**src/rtl/aes_block_feeder_if.sv**
```systemverilog
// rtl/aes_block_feeder_if.sv - data-buffer read port and AES block stream
// master = feeder side, slave = buffer/AES-core side.
interface aes_block_feeder_if #(
  parameter int BUS_WIDTH   = 32,
  parameter int BLOCK_WIDTH = 128,
  parameter int ADDR_WIDTH  = 10
);
  logic                   buf_rd_en;
  logic [ADDR_WIDTH-1:0]  buf_rd_addr;
  logic [BUS_WIDTH-1:0]   buf_rd_data;
  logic                   blk_valid;
  logic [BLOCK_WIDTH-1:0] blk_data;
  logic                   blk_last;
  logic                   blk_ready;

  modport master (
    output buf_rd_en, buf_rd_addr, blk_valid, blk_data, blk_last,
    input  buf_rd_data, blk_ready
  );

  modport slave (
    input  buf_rd_en, buf_rd_addr, blk_valid, blk_data, blk_last,
    output buf_rd_data, blk_ready
  );
endinterface

```
**src/rtl/aes_block_feeder.sv**
```systemverilog
// rtl/aes_block_feeder.sv - packs buffer words into PKCS#7-padded 128-bit AES blocks
// Fixed 4-cycle fetch + 1 drain cycle per block, one block in flight.
module aes_block_feeder #(
  parameter int BUS_WIDTH   = 32,
  parameter int BLOCK_WIDTH = 128,
  parameter int LEN_WIDTH   = 12,
  parameter int ADDR_WIDTH  = 10
) (
  input  logic                 clk_i,
  input  logic                 rst_i,
  input  logic                 start_i,
  input  logic                 abort_i,
  input  logic [LEN_WIDTH-1:0] data_len_i,
  output logic                 busy_o,
  output logic                 done_o,
  aes_block_feeder_if.master   bus
);
  localparam int BLK_W = LEN_WIDTH - 4;
  localparam int IDX_W = LEN_WIDTH - 2;

  typedef enum logic [2:0] {S_IDLE, S_FETCH, S_DRAIN, S_PRESENT, S_DONE} state_t;

  state_t                 state_q, state_d;
  logic [LEN_WIDTH-1:0]   len_q, len_d;
  logic [BLK_W-1:0]       blk_q, blk_d;
  logic [1:0]             wrd_q, wrd_d;
  logic [BLOCK_WIDTH-1:0] data_q, data_d;

  logic [IDX_W-1:0]       word_idx;
  logic [1:0]             cap_slot;
  logic [7:0]             pad_byte;
  logic [BUS_WIDTH-1:0]   cap_word;
  logic                   is_last;

  assign word_idx = {blk_q, wrd_q};
  // Read data lags the strobe by one cycle, so each cycle captures the previous slot.
  assign cap_slot = (state_q == S_DRAIN) ? 2'd3 : wrd_q - 2'd1;
  assign pad_byte = 8'd16 - {4'd0, len_q[3:0]};
  assign is_last  = (blk_q == len_q[LEN_WIDTH-1:4]);

  // Bytes at or past the message end become pad, whatever the buffer returned.
  for (genvar k = 0; k < 4; k++) begin : g_byte
    logic [LEN_WIDTH-1:0] byte_idx;
    assign byte_idx = {blk_q, cap_slot, 2'(k)};
    assign cap_word[BUS_WIDTH-1-8*k -: 8] =
      (byte_idx < len_q) ? bus.buf_rd_data[BUS_WIDTH-1-8*k -: 8] : pad_byte;
  end

  always_ff @(posedge clk_i or posedge rst_i) begin
    if (rst_i) begin
      state_q <= S_IDLE;
      len_q   <= '0;
      blk_q   <= '0;
      wrd_q   <= '0;
      data_q  <= '0;
    end else begin
      state_q <= state_d;
      len_q   <= len_d;
      blk_q   <= blk_d;
      wrd_q   <= wrd_d;
      data_q  <= data_d;
    end
  end

  always_comb begin
    state_d = state_q;
    len_d   = len_q;
    blk_d   = blk_q;
    wrd_d   = wrd_q;
    data_d  = data_q;
    case (state_q)
      S_IDLE: begin
        if (start_i) begin
          state_d = S_FETCH;
          len_d   = data_len_i;
          blk_d   = '0;
          wrd_d   = '0;
        end
      end
      S_FETCH: begin
        wrd_d = wrd_q + 2'd1;
        if (wrd_q != 2'd0) begin
          data_d[BLOCK_WIDTH-1-BUS_WIDTH*int'(cap_slot) -: BUS_WIDTH] = cap_word;
        end
        if (wrd_q == 2'd3) begin
          state_d = S_DRAIN;
        end
      end
      S_DRAIN: begin
        data_d[BLOCK_WIDTH-1-BUS_WIDTH*int'(cap_slot) -: BUS_WIDTH] = cap_word;
        state_d = S_PRESENT;
      end
      S_PRESENT: begin
        if (bus.blk_ready) begin
          if (is_last) begin
            state_d = S_DONE;
          end else begin
            blk_d   = blk_q + 1'b1;
            wrd_d   = '0;
            state_d = S_FETCH;
          end
        end
      end
      S_DONE:  state_d = S_IDLE;
      default: state_d = S_IDLE;
    endcase
    if (abort_i) begin
      state_d = S_IDLE;
    end
  end

  assign busy_o          = (state_q != S_IDLE);
  assign done_o          = (state_q == S_DONE);
  assign bus.buf_rd_en   = (state_q == S_FETCH) && ({word_idx, 2'b00} < len_q);
  assign bus.buf_rd_addr = bus.buf_rd_en ? ADDR_WIDTH'(word_idx) : '0;
  assign bus.blk_valid   = (state_q == S_PRESENT);
  assign bus.blk_data    = bus.blk_valid ? data_q : '0;
  assign bus.blk_last    = bus.blk_valid && is_last;
endmodule
```
**src/flat_wrapper.sv**
```systemverilog
// flat-port wrapper written by rule: the top's interface ports become plain ports
module aes_block_feeder_flat 
#(
  parameter int BUS_WIDTH   = 32,
  parameter int BLOCK_WIDTH = 128,
  parameter int LEN_WIDTH   = 12,
  parameter int ADDR_WIDTH  = 10
)
  (clk_i, rst_i, start_i, abort_i, data_len_i, busy_o, done_o, bus_buf_rd_en, bus_buf_rd_addr, bus_blk_valid, bus_blk_data, bus_blk_last, bus_buf_rd_data, bus_blk_ready);
  aes_block_feeder_if #(.BUS_WIDTH(BUS_WIDTH), .BLOCK_WIDTH(BLOCK_WIDTH), .ADDR_WIDTH(ADDR_WIDTH)) bus_i ();
  input  logic clk_i;
  input  logic rst_i;
  input  logic start_i;
  input  logic abort_i;
  input  logic [LEN_WIDTH-1:0] data_len_i;
  output logic busy_o;
  output logic done_o;
  output wire logic [$bits(bus_i.buf_rd_en)-1:0] bus_buf_rd_en;
  output wire logic [$bits(bus_i.buf_rd_addr)-1:0] bus_buf_rd_addr;
  output wire logic [$bits(bus_i.blk_valid)-1:0] bus_blk_valid;
  output wire logic [$bits(bus_i.blk_data)-1:0] bus_blk_data;
  output wire logic [$bits(bus_i.blk_last)-1:0] bus_blk_last;
  input wire logic [$bits(bus_i.buf_rd_data)-1:0] bus_buf_rd_data;
  input wire logic [$bits(bus_i.blk_ready)-1:0] bus_blk_ready;
  assign bus_buf_rd_en = bus_i.buf_rd_en;
  assign bus_buf_rd_addr = bus_i.buf_rd_addr;
  assign bus_blk_valid = bus_i.blk_valid;
  assign bus_blk_data = bus_i.blk_data;
  assign bus_blk_last = bus_i.blk_last;
  assign bus_i.buf_rd_data = bus_buf_rd_data;
  assign bus_i.blk_ready = bus_blk_ready;
  aes_block_feeder #(.BUS_WIDTH(BUS_WIDTH), .BLOCK_WIDTH(BLOCK_WIDTH), .LEN_WIDTH(LEN_WIDTH), .ADDR_WIDTH(ADDR_WIDTH)) u_core (.clk_i(clk_i), .rst_i(rst_i), .start_i(start_i), .abort_i(abort_i), .data_len_i(data_len_i), .busy_o(busy_o), .done_o(done_o), .bus(bus_i));
endmodule
```
**config.mk**
```make
export PLATFORM = sky130hd
export DESIGN_NAME = aes_block_feeder_flat
export DESIGN_NICKNAME = d
export VERILOG_FILES = /design/src/rtl/aes_block_feeder_if.sv /design/src/rtl/aes_block_feeder.sv /design/src/flat_wrapper.sv
export SDC_FILE = /design/constraint.sdc
export NUM_CORES = 1
export LEC_CHECK = 0
export BUFFER_PORTS_ARGS = -buffer_cell sky130_fd_sc_hd__buf_2
export CAP_MARGIN = 20
export CORE_ASPECT_RATIO = 1.1
export CORE_MARGIN = 4
export CORE_UTILIZATION = 30
export DETAILED_ROUTE_END_ITERATION = 10
export HOLD_SLACK_MARGIN = 0.05
export SETUP_SLACK_MARGIN = 0.5
export SLEW_MARGIN = 5
export SYNTH_ARGS = -nofsm -noshare
export SYNTH_HDL_FRONTEND = slang
export SYNTH_SLANG_ARGS = --single-unit
```
**constraint.sdc**
```tcl
create_clock -name clk_i -period 8.8 [get_ports clk_i]
set_input_delay 0.88 -clock clk_i [delete_from_list [all_inputs] [get_ports clk_i]]
set_output_delay 0.88 -clock clk_i [all_outputs]
set_load 0.05 [all_outputs]
```
==> impl_metrics.ini <==
[run_status]
status = finished, final reports clean

[grt]
grt.overflow.total = 0
grt_pass1_wl_um = 38940
grt_antenna_before_repair = 1
grt_pass1_vias = 6820
grt_util_all_layers = 0.1728
grt_max_degree = 140

[yosys]
synthXorXnorAreaFrac = 0.009063
synth_mux_area_frac = 0.001295
ys_top_cells_by_area = dfrtp_1, and3_1, a31oi_1
synth_compound_area_frac = 0.1528
synth.top_cells.by_count = dfrtp_1, and3_1, nand2_1
synth-edff-count = 0
synthFlopType = dfrtp_1
synth_area_per_cell_um2 = 8.876
yosysTopAreaCell = dfrtp_1
ys_ff_latch = 153
synth_most_common_cell = dfrtp_1
syn-num-nets = 937
synth_cells = 871
ys_warn_count = 0
synth_top_area_share = 0.4952
yosysSeqAreaShare = 0.4952
synth_top_family_by_area = simple AND/OR/NAND/NOR gates
yosysUniqueCellTypes = 40
synth_adder_area_share = 0.02751
netlist_area_mm2 = 0.007731
synthSimpleGateAreaFrac = 0.2635
async_flop_share = 1.000

[clock_tree]
insertion_delay_ns = 0.43
numCtsBuffers = 17
post-cts-setup-buffers = 0
path_clk_slew_ns = 0.07
cts_tree = built
cts_resized = 0
clk_path_buf_depth = 2
clock-sinks = 153
postCtsHoldBufs = 0
cts.htree.levels = 4
root_buffer = clkbuf_16

[placement]
dp.cells = 1339
dp_hpwl_um = 16770
portBuffers = 191
routabilityCongestion = 0.7667

[cells_and_area]
n_fill_cell = 2692
instances_no_fill = 1374
drive_gt1_frac = 0.2463
final_nets = 1080
area_growth_syn_to_layout_pct = 23.47
multi_input_area_mm2 = 0.003546
ff_latch_area_mm2 = 0.003832

[min_path]
min_from = u_core.data_q[77]
whs_endpoint = u_core.data_q[77]
worstHoldPathCells = 2
hp-class = reg2reg

[worst_setup_path]
critPathBufInv = 2
r2r_end = u_core.data_q[71]
crit_path_top_delay_cell = nor2b_4
crit_required_ns = 7.92
cp_data_arrival_time_ns = 3.12
cp_cell_sequence = nor2b_4 > buf_4 > and3_1 > buf_2
r2r-start = u_core.wrd_q[0]
cp-start-kind = register
r2r_cells = 8
criticalPathCategory = reg2out
end_kind = primary output
crit_fanout = 76
crit_family = simple AND/OR/NAND/NOR gates
cp_slowest_stage_delay_ns = 0.91
r2r_slack_ns = 5.43

[drt]
drtIter0Drc = 473
drcViolationCount = 0
viasPerCell = 5.111
postRouteAntennaNets = 0
finalWirelength_um = 24860
firstDrtPassIters = 6
avgRoutedWirePerCell_um = 18.09
via_count = 7022

[sta]
grt_setup_unrepaired = no
fin_worst_skew_ns = 0.01782
drv_slew = 0
relSlewSlack = 0.2700
finalSetupTns_ns = 0
final_hold_viol_count = 0
min_period_ns = 4.000
finalSetupViolCount = 0
max_slew.worst_pin.slew_ns = 1.095
finalCritPeriodShare = 0.4545
max_freq_ghz = 0.2500

[power_and_ir_drop]
p_sw_frac = 0.3433
leakagePower_nw = 5.060
p_int_mw = 1.606
power_frac_comb = 0.225
p_seq_frac = 0.476
peakVddDrop_uv = 128.6
switchingPower_mw = 0.8397
clkPwrFrac = 0.299
power_density_mw_per_mm2 = 256.3

[die]
ioPinCount = 192
die_h_um = 176.4
start_util = 0.3051
die_x_um = 161.1
num_rows = 61
fp.coreArea_mm2 = 0.02534
dieArea_mm2 = 0.02841

[job]
drv_cap = 0
-- registers in the layout, summed over array words and instances, names as in the netlist --
name / cells
u_core.state_q: 3
u_core.blk_q: 8
u_core.len_q: 12
u_core.wrd_q: 2
u_core.data_q: 128
-- worst min-delay path, cell delays in order (launching register included) --
cell and delay, ns:
dfrtp_1 0.34, nand2_1 0.04, o21ai_0 0.06
-- layer usage --
metal  routed length [um]  part of all wire  global-route usage  vias to the layer above
met3                 1071             0.043             0.02989                       26
met1                11590              0.47              0.2364                     3400
li1                     -                 -                   -                     3390
met5                    0                 0                   0                        -
met4                  488             0.020             0.05937                        0
met2                11710              0.47              0.2783                      206
-- stage by stage --
stage	power (mW)	hold WS [ns]	util	instance area, um2	worst slack, ns
5_1_grt	2.617	0.4977	0.3767	9545	4.587
3_5_place_dp	1.728	0.4632	0.3521	8922	5.087
3_3_place_gp	1.704	0.4549	0.3521	8922	5.213
4_1_cts	2.467	0.4777	0.3749	9500	4.627
6_report	2.446	0.4751	0.3767	9545	4.800
2_1_floorplan	1.535	0.4407	-	7731	3.799
-- layout make-up --
class,instances,share of cell area
clock buffers,17,0.04457
flip-flops and latches,153,0.4015
well taps,346,0.04535
inverters,18,0.007603
multi-input cells,620,0.3715
clock inverters,15,0.01599
diodes,1,0.0002622
repair buffers,204,0.1133
-- cell usage in the layout (no fill, tap or decap), types with 18 or more instances in the layout --
cell / instances
nand2_1: 86
o211ai_1: 18
nand3_1: 51
a31oi_1: 66
nor2_1: 78
dfrtp_1: 152
and3_1: 131
o21ai_0: 81
buf_2: 191
-- how the worst max path moves through the flow --
stage	from	to	slack (ns)	depth (start not counted)
floorplan	rst_i	u_core.blk_q[0]	3.80	1
global placement	u_core.state_q[0]	bus_buf_rd_addr[7]	5.21	5
detailed placement	u_core.state_q[0]	bus_buf_rd_addr[7]	5.09	5
CTS	u_core.state_q[0]	bus_buf_rd_addr[7]	4.63	5
global route	u_core.state_q[1]	bus_blk_data[71]	4.59	4
finish	u_core.state_q[1]	bus_blk_data[71]	4.80	4
-- kinds of logic after synthesis --
| family | Yosys count |
|---|---|
| flops | 153 |
| buf+inv | 98 |
| mux | 1 |
| simple gates | 397 |
| compound gates | 197 |
| fa+ha+maj | 17 |
| xor+xnor | 8 |
-- power by group through the flow --
stage          Combinational, mW  Sequential [mW]  Clock, mW
2_1_floorplan              0.434             1.10          0
3_3_place_gp               0.523             1.18          0
3_5_place_dp               0.540             1.19          0
4_1_cts                    0.541             1.17      0.751
5_1_grt                    0.635             1.20      0.783
6_report                   0.550             1.16      0.731
Note: power is estimated with default switching activity, not from simulation.
